### src/rtl/time_set_control_pkg.sv
// Shared state and field codes for the time-set controller,
// display mux and timekeeper.
package time_set_control_pkg;

  typedef logic [1:0] state_t;

  localparam state_t ST_RUN      = 2'd0;
  localparam state_t ST_SET_HOUR = 2'd1;
  localparam state_t ST_SET_MIN  = 2'd2;
  localparam state_t ST_SET_SEC  = 2'd3;

  localparam logic [1:0] FLD_NONE = 2'd0;
  localparam logic [1:0] FLD_HOUR = 2'd1;
  localparam logic [1:0] FLD_MIN  = 2'd2;
  localparam logic [1:0] FLD_SEC  = 2'd3;

  function automatic logic [1:0] field_of(input state_t s);
    unique case (s)
      ST_SET_HOUR: return FLD_HOUR;
      ST_SET_MIN:  return FLD_MIN;
      ST_SET_SEC:  return FLD_SEC;
      default:     return FLD_NONE;
    endcase
  endfunction

  // one-hot {hour, min, sec}
  function automatic logic [2:0] inc_of(input state_t s);
    unique case (s)
      ST_SET_HOUR: return 3'b100;
      ST_SET_MIN:  return 3'b010;
      ST_SET_SEC:  return 3'b001;
      default:     return 3'b000;
    endcase
  endfunction

endpackage

### src/rtl/time_set_control_if.sv
// Button events in, edit status and increment
// strobes out.
interface time_set_control_if;
  logic       mode_press;
  logic       mode_long;
  logic       adj_press;
  logic       adj_long;
  logic       adj_level;
  logic       run_enable;
  logic [1:0] field;
  logic       inc_hour;
  logic       inc_min;
  logic       inc_sec;
  logic       blink;

  modport master (
    output mode_press, mode_long,
    output adj_press, adj_long, adj_level,
    input  run_enable, field, blink,
    input  inc_hour, inc_min, inc_sec
  );

  modport slave (
    input  mode_press, mode_long,
    input  adj_press, adj_long, adj_level,
    output run_enable, field, blink,
    output inc_hour, inc_min, inc_sec
  );
endinterface

### src/rtl/time_set_control_rate_tick.sv
// Free-running divider: pulses tick on the last
// count of a 2^BITS period while enabled.
module rate_tick #(
  parameter int BITS = 4
) (
  input  logic clock,
  input  logic reset,
  input  logic en,
  input  logic clr,
  output logic tick
);

  logic [BITS-1:0] cnt;

  assign tick = en && (cnt == '1);

  always_ff @(posedge clock or posedge reset) begin
    if (reset)    cnt <= '0;
    else if (clr) cnt <= '0;
    else if (en)  cnt <= cnt + 1'b1;
  end

endmodule

### src/rtl/time_set_control.sv
// Mode/adjust button sequencer for setting the
// clock: field select, increments, blink, timeout.
module time_set_control #(
  parameter int REPEAT_BITS = 18,
  parameter int BLINK_BITS  = 23,
  parameter int IDLE_BITS   = 28
) (
  input  logic clock,
  input  logic reset,
  time_set_control_if.slave bus
);
  import time_set_control_pkg::*;

  state_t     state;
  state_t     next_state;
  logic       armed;
  logic       blink_q;
  logic [2:0] inc_q;
  logic       in_set;
  logic       chg;
  logic       any_pulse;
  logic       adj_ev;
  logic       arm_set;
  logic       rep_ev;
  logic       fire;
  logic       rep_tick;
  logic       blink_tick;
  logic       idle_tick;

  assign in_set    = (state != ST_RUN);
  assign chg       = (next_state != state);
  assign any_pulse = bus.mode_press | bus.mode_long
                   | bus.adj_press  | bus.adj_long;

  // adj events only count when the state holds
  assign adj_ev  = in_set && !chg
                && (bus.adj_press || bus.adj_long);
  assign arm_set = in_set && !chg && bus.adj_long;
  assign rep_ev  = armed && !chg && rep_tick
                && !bus.adj_level;
  assign fire    = adj_ev || rep_ev;

  always_ff @(posedge clock or posedge reset) begin
    if (reset) state <= ST_RUN;
    else       state <= next_state;
  end

  always_comb begin
    next_state = state;
    unique case (state)
      ST_RUN: begin
        if (bus.mode_long) next_state = ST_SET_HOUR;
      end
      ST_SET_HOUR: begin
        if (bus.mode_long)       next_state = ST_RUN;
        else if (bus.mode_press) next_state = ST_SET_MIN;
        else if (idle_tick)      next_state = ST_RUN;
      end
      ST_SET_MIN: begin
        if (bus.mode_long)       next_state = ST_RUN;
        else if (bus.mode_press) next_state = ST_SET_SEC;
        else if (idle_tick)      next_state = ST_RUN;
      end
      ST_SET_SEC: begin
        if (bus.mode_long)       next_state = ST_RUN;
        else if (bus.mode_press) next_state = ST_RUN;
        else if (idle_tick)      next_state = ST_RUN;
      end
      default: next_state = ST_RUN;
    endcase
  end

  always_comb begin
    bus.run_enable = (state == ST_RUN);
    bus.field      = field_of(state);
    bus.inc_hour   = inc_q[2];
    bus.inc_min    = inc_q[1];
    bus.inc_sec    = inc_q[0];
    bus.blink      = in_set && blink_q && !armed;
  end

  always_ff @(posedge clock or posedge reset) begin
    if (reset) begin
      armed   <= 1'b0;
      blink_q <= 1'b0;
      inc_q   <= 3'b000;
    end else begin
      if (chg)                armed <= 1'b0;
      else if (arm_set)       armed <= 1'b1;
      else if (bus.adj_level) armed <= 1'b0;

      if (chg)             blink_q <= 1'b0;
      else if (blink_tick) blink_q <= ~blink_q;

      inc_q <= fire ? inc_of(state) : 3'b000;
    end
  end

  rate_tick #(.BITS(REPEAT_BITS)) u_rep (
    .clock (clock),
    .reset (reset),
    .en    (armed),
    .clr   (arm_set || !armed),
    .tick  (rep_tick)
  );

  rate_tick #(.BITS(BLINK_BITS)) u_blink (
    .clock (clock),
    .reset (reset),
    .en    (in_set),
    .clr   (chg || !in_set),
    .tick  (blink_tick)
  );

  rate_tick #(.BITS(IDLE_BITS)) u_idle (
    .clock (clock),
    .reset (reset),
    .en    (in_set),
    .clr   (any_pulse || !bus.adj_level || !in_set),
    .tick  (idle_tick)
  );

endmodule

### src/flat_wrapper.sv
// flat-port wrapper written by rule: the top's interface ports become plain ports
module time_set_control_flat import time_set_control_pkg::*;
#(
  parameter int REPEAT_BITS = 18,
  parameter int BLINK_BITS  = 23,
  parameter int IDLE_BITS   = 28
)
  (clock, reset, bus_mode_press, bus_mode_long, bus_adj_press, bus_adj_long, bus_adj_level, bus_run_enable, bus_field, bus_blink, bus_inc_hour, bus_inc_min, bus_inc_sec);
  time_set_control_if bus_i ();
  input  logic clock;
  input  logic reset;
  input wire logic [$bits(bus_i.mode_press)-1:0] bus_mode_press;
  input wire logic [$bits(bus_i.mode_long)-1:0] bus_mode_long;
  input wire logic [$bits(bus_i.adj_press)-1:0] bus_adj_press;
  input wire logic [$bits(bus_i.adj_long)-1:0] bus_adj_long;
  input wire logic [$bits(bus_i.adj_level)-1:0] bus_adj_level;
  output wire logic [$bits(bus_i.run_enable)-1:0] bus_run_enable;
  output wire logic [$bits(bus_i.field)-1:0] bus_field;
  output wire logic [$bits(bus_i.blink)-1:0] bus_blink;
  output wire logic [$bits(bus_i.inc_hour)-1:0] bus_inc_hour;
  output wire logic [$bits(bus_i.inc_min)-1:0] bus_inc_min;
  output wire logic [$bits(bus_i.inc_sec)-1:0] bus_inc_sec;
  assign bus_i.mode_press = bus_mode_press;
  assign bus_i.mode_long = bus_mode_long;
  assign bus_i.adj_press = bus_adj_press;
  assign bus_i.adj_long = bus_adj_long;
  assign bus_i.adj_level = bus_adj_level;
  assign bus_run_enable = bus_i.run_enable;
  assign bus_field = bus_i.field;
  assign bus_blink = bus_i.blink;
  assign bus_inc_hour = bus_i.inc_hour;
  assign bus_inc_min = bus_i.inc_min;
  assign bus_inc_sec = bus_i.inc_sec;
  time_set_control #(.REPEAT_BITS(REPEAT_BITS), .BLINK_BITS(BLINK_BITS), .IDLE_BITS(IDLE_BITS)) u_core (.clock(clock), .reset(reset), .bus(bus_i));
endmodule
### config.mk
export PLATFORM = sky130hd
export DESIGN_NAME = time_set_control_flat
export DESIGN_NICKNAME = d
export VERILOG_FILES = /design/src/rtl/time_set_control_pkg.sv /design/src/rtl/time_set_control_if.sv /design/src/rtl/time_set_control_rate_tick.sv /design/src/rtl/time_set_control.sv /design/src/flat_wrapper.sv
export SDC_FILE = /design/constraint.sdc
export NUM_CORES = 1
export LEC_CHECK = 0
export ABC_AREA = 0
export CAP_MARGIN = 10
export CELL_PAD_IN_SITES_DETAIL_PLACEMENT = 0
export CELL_PAD_IN_SITES_GLOBAL_PLACEMENT = 1
export CORE_UTILIZATION = 24
export CTS_CLUSTER_DIAMETER = 100
export DETAILED_ROUTE_END_ITERATION = 6
export GPL_ROUTABILITY_DRIVEN = 0
export GPL_TIMING_DRIVEN = 0
export PLACE_DENSITY = 0.5
export SETUP_SLACK_MARGIN = 0.2
export SYNTH_ARGS = -nofsm -noshare
export SYNTH_HDL_FRONTEND = slang
export SYNTH_SLANG_ARGS = --single-unit
### constraint.sdc
create_clock -name clock -period 2.5 [get_ports clock]
set_input_delay 0.5 -clock clock [delete_from_list [all_inputs] [get_ports clock]]
set_output_delay 0.5 -clock clock [all_outputs]
set_load 0.05 [all_outputs]
==> results.md <==
- Static Leak: 1.80 nW
- Synth area leader: dfrtp_1
- Row cnt: 45
- Asr flop ratio synth: 100%
- Worst-Margin Slew: 801 ps
- Most area-consuming cells after synthesis: dfrtp_1 (51%), xor2_1 (9.3%), nor2_1 (7.9%)
- Relative slew margins: 46.2%
- Post-synth EDFFs: 0
- Combinational Power Share: 13.8%
- Final setup violating endpoints: 0
- Min-Delay Path Class: flip-flop to flip-flop
- Total Power: 0.00295 W
- Top-count cell post-synth: nor2_1
- Synth unique cells: 36
- First-pass GRT wire length: 13.2 mm
- CTS buffer count: 9
- Largest net degree at the start of global routing: 31
- Post-synth top cells: nor2_1 (79), dfrtp_1 (76), xor2_1 (40)
- RSZ-0062 raised after global routing: yes
- Die W: 127 um
- Synth Area in XOR/XNOR: 14.9%
- Top delay family on crit path: buffers and inverters
- CP max FO: 9
- Grt total ovfl: 0
- Crit path DAT: 1720 ps
- Skew final: 6.09 ps
- Vias in the first global route: 2613
- CP required: 2000 ps
- Synthesis-to-layout area growth: 19.9%
- Sw frac: 27.0%
- Worst stage delay on the critical path: 350 ps
- Crit Path Category: flip-flop to output pin
- Synth Area in Simple Gates: 29.0%
- Diode count: 0
- Clk Latency, worst-skew pair: 340 ps
- HPWL Detailed: 5.23 mm
- Area share of the leading cell type in the synthesized netlist: 50.6%
- Synthesized area: 3750 um^2
- Final #Nets: 413
- CTS tree: built
- Final hold violations: 0
- WP buf/inv: 4
- CTS Hold Buffers Added: 0
- DRC violations left: 0
- Cells along the critical path: clkbuf_2 -> or2_2 -> buf_2 -> inv_1 -> buf_2
- Max-cap violations: 0
- Antenna-violating nets left: 0
- Post-synthesis compound-gate area fraction: 1.07%
- DP Area: 4190 um^2
- CTS clock-pin slew for the worst setup and hold paths: 60 ps
- Period utilization: 88.8%
- Worst setup EP type: output pin
- Yosys warnings: 0
- Status: completed
- Max IR drop VDD: 326 uV
- Via density: 4.24
- Die Y: 127 um
- Max Clk Rate: 451 MHz
- DR WL/cell: 12.5 um
- Largest family of logic cells by synthesized area: simple AND/OR/NAND/NOR gates
- Final instance area: 4500 um^2
- H-tree lvl count: 3
- Clock Power Share: 43.3%
- Core Region: 15300 um^2
- Startpoint types: flip-flop
- Gr usage total: 10.5%
- CTS Root Buffer Type: clkbuf_16
- Drt total wl: 7.71 mm
- Die area: 16100 um^2
- Switching power: 0.000799 W
- Initial DRC count: 117
- Slew Limit Fails: 0
- Post-synth top flop: dfrtp_1
- Syn Inst Count: 374
- Boundary Pins: 14
- DRT Pass-1 Iters: 4
- Yosys reg bits: 76
- I/O Buffers: 13
- Post-synthesis mux area share: 0.267%
- Antenna violations before repair: 0
- Clock Path Buffers: 2
- Power Dens Cells: 656 nW/um^2
- Power share of the sequential group: 42.9%
- Avg Cell Area, Syn: 10.0 um^2
- Vias: 2625
- Initial Util: 24.6%
- Post-layout min period: 2220 ps
- Slowest cell on crit path: dfrtp_1
- Clk sinks: 76
- Seq/Total Area, Yosys: 50.6%
- Share of cells above drive strength 1: 12.7%
- Setup TNS: 0 ps
- Pint: 0.00215 W
- Mapped Nets: 384
- Synth Area in Adders: 1.00%
- Most common cell on crit path: buf_2
==> cell type report <==
class                      instances  area, um^2
buffer                            13        81.3
clock buffer                      11         233
clock inverter                     5        52.6
fill                            1623       10800
inverter                           9        37.5
multi-input combinational        276        1740
sequential                        76        1900
tap                              211         264
timing repair buffer              18         190
==> cell usage in the layout, fill, tap and decap left out, types with 4 or more instances in the layout <==
cell type / netlist / routed
and4_1: 6 / 6
xor2_1: 40 / 40
and3_1: 7 / 7
nand3_1: 19 / 18
clkbuf_16: 0 / 9
buf_2: 6 / 7
buf_4: 0 / 4
nand2_1: 26 / 26
clkdlybuf4s50_1: 0 / 9
nor2_1: 79 / 79
clkbuf_1: 4 / 6
nor2_4: 8 / 8
dfrtp_1: 76 / 76
nand4_1: 24 / 24
xnor2_1: 24 / 24
nor3_1: 12 / 12
inv_1: 9 / 8
==> registers in the layout (all words and copies together), names as in the netlist <==
name / count
u_core.armed: 1
u_core.u_blink.cnt: 23
u_core.u_rep.cnt: 18
u_core.blink_q: 1
u_core.inc_q: 3
u_core.state: 2
u_core.u_idle.cnt: 28
==> cell families after synthesis <==
kind of cell	count (synthesis)
multiplexers	1
buffers and inverters	22
XOR/XNOR	64
flip-flops	76
AND/OR/NAND/NOR	202
adder cells (fa/ha/maj)	3
AO/OA/AOI/OAI	6
==> worst paths after layout <==
check,startpoint,end,slack [ps],depth (start not counted)
max in group asynchronous,reset,u_core.u_blink.cnt[9],1220,4
min reg2reg,u_core.u_rep.cnt[0],u_core.u_rep.cnt[0],460,1
min,u_core.u_rep.cnt[0],u_core.u_rep.cnt[0],460,1
max,u_core.state[0],bus_run_enable,280,5
min in group asynchronous,reset,u_core.inc_q[2],550,2
max reg2reg,u_core.state[0],u_core.u_idle.cnt[9],360,8
==> power groups by stage <==
| stage | Clock, W | Sequential [W] | Combinational (W) |
|---|---|---|---|
| finish | 0.00128 | 0.00127 | 0.000409 |
| global route | 0.00140 | 0.00127 | 0.000442 |
| CTS | 0.00134 | 0.00127 | 0.000427 |
| detailed placement | 0 | 0.00129 | 0.000428 |
| global placement | 0 | 0.00129 | 0.000417 |
| floorplan | 0 | 0.00130 | 0.000284 |
==> routing by layer <==
layer	vias to the layer above	share of wire, %	track usage [%]
met4	0	1.1	2.94
met2	28	45	16.0
met5	-	0	0
li1	1306	-	-
met1	1284	50	13.9
met3	7	3.6	3.98
==> timing repair <==
action	CTS	global route
pin swaps	0	1
setup endpoints to repair	2	55
gates resized for setup	8	7
endpoints found under the hold margin	0	0
buffers inserted	0	3
==> through the flow <==
step	instances	hold WS (ps)	util, %	worst slack (ps)
after floorplan	374	435	-	441
after global placement	598	449	27.2	15.7
after detailed placement	600	459	27.5	28.2
after CTS	616	467	29.3	126
after global routing	619	491	29.5	149
final	619	464	29.5	281
Note: power is estimated with default switching activity, not from simulation.
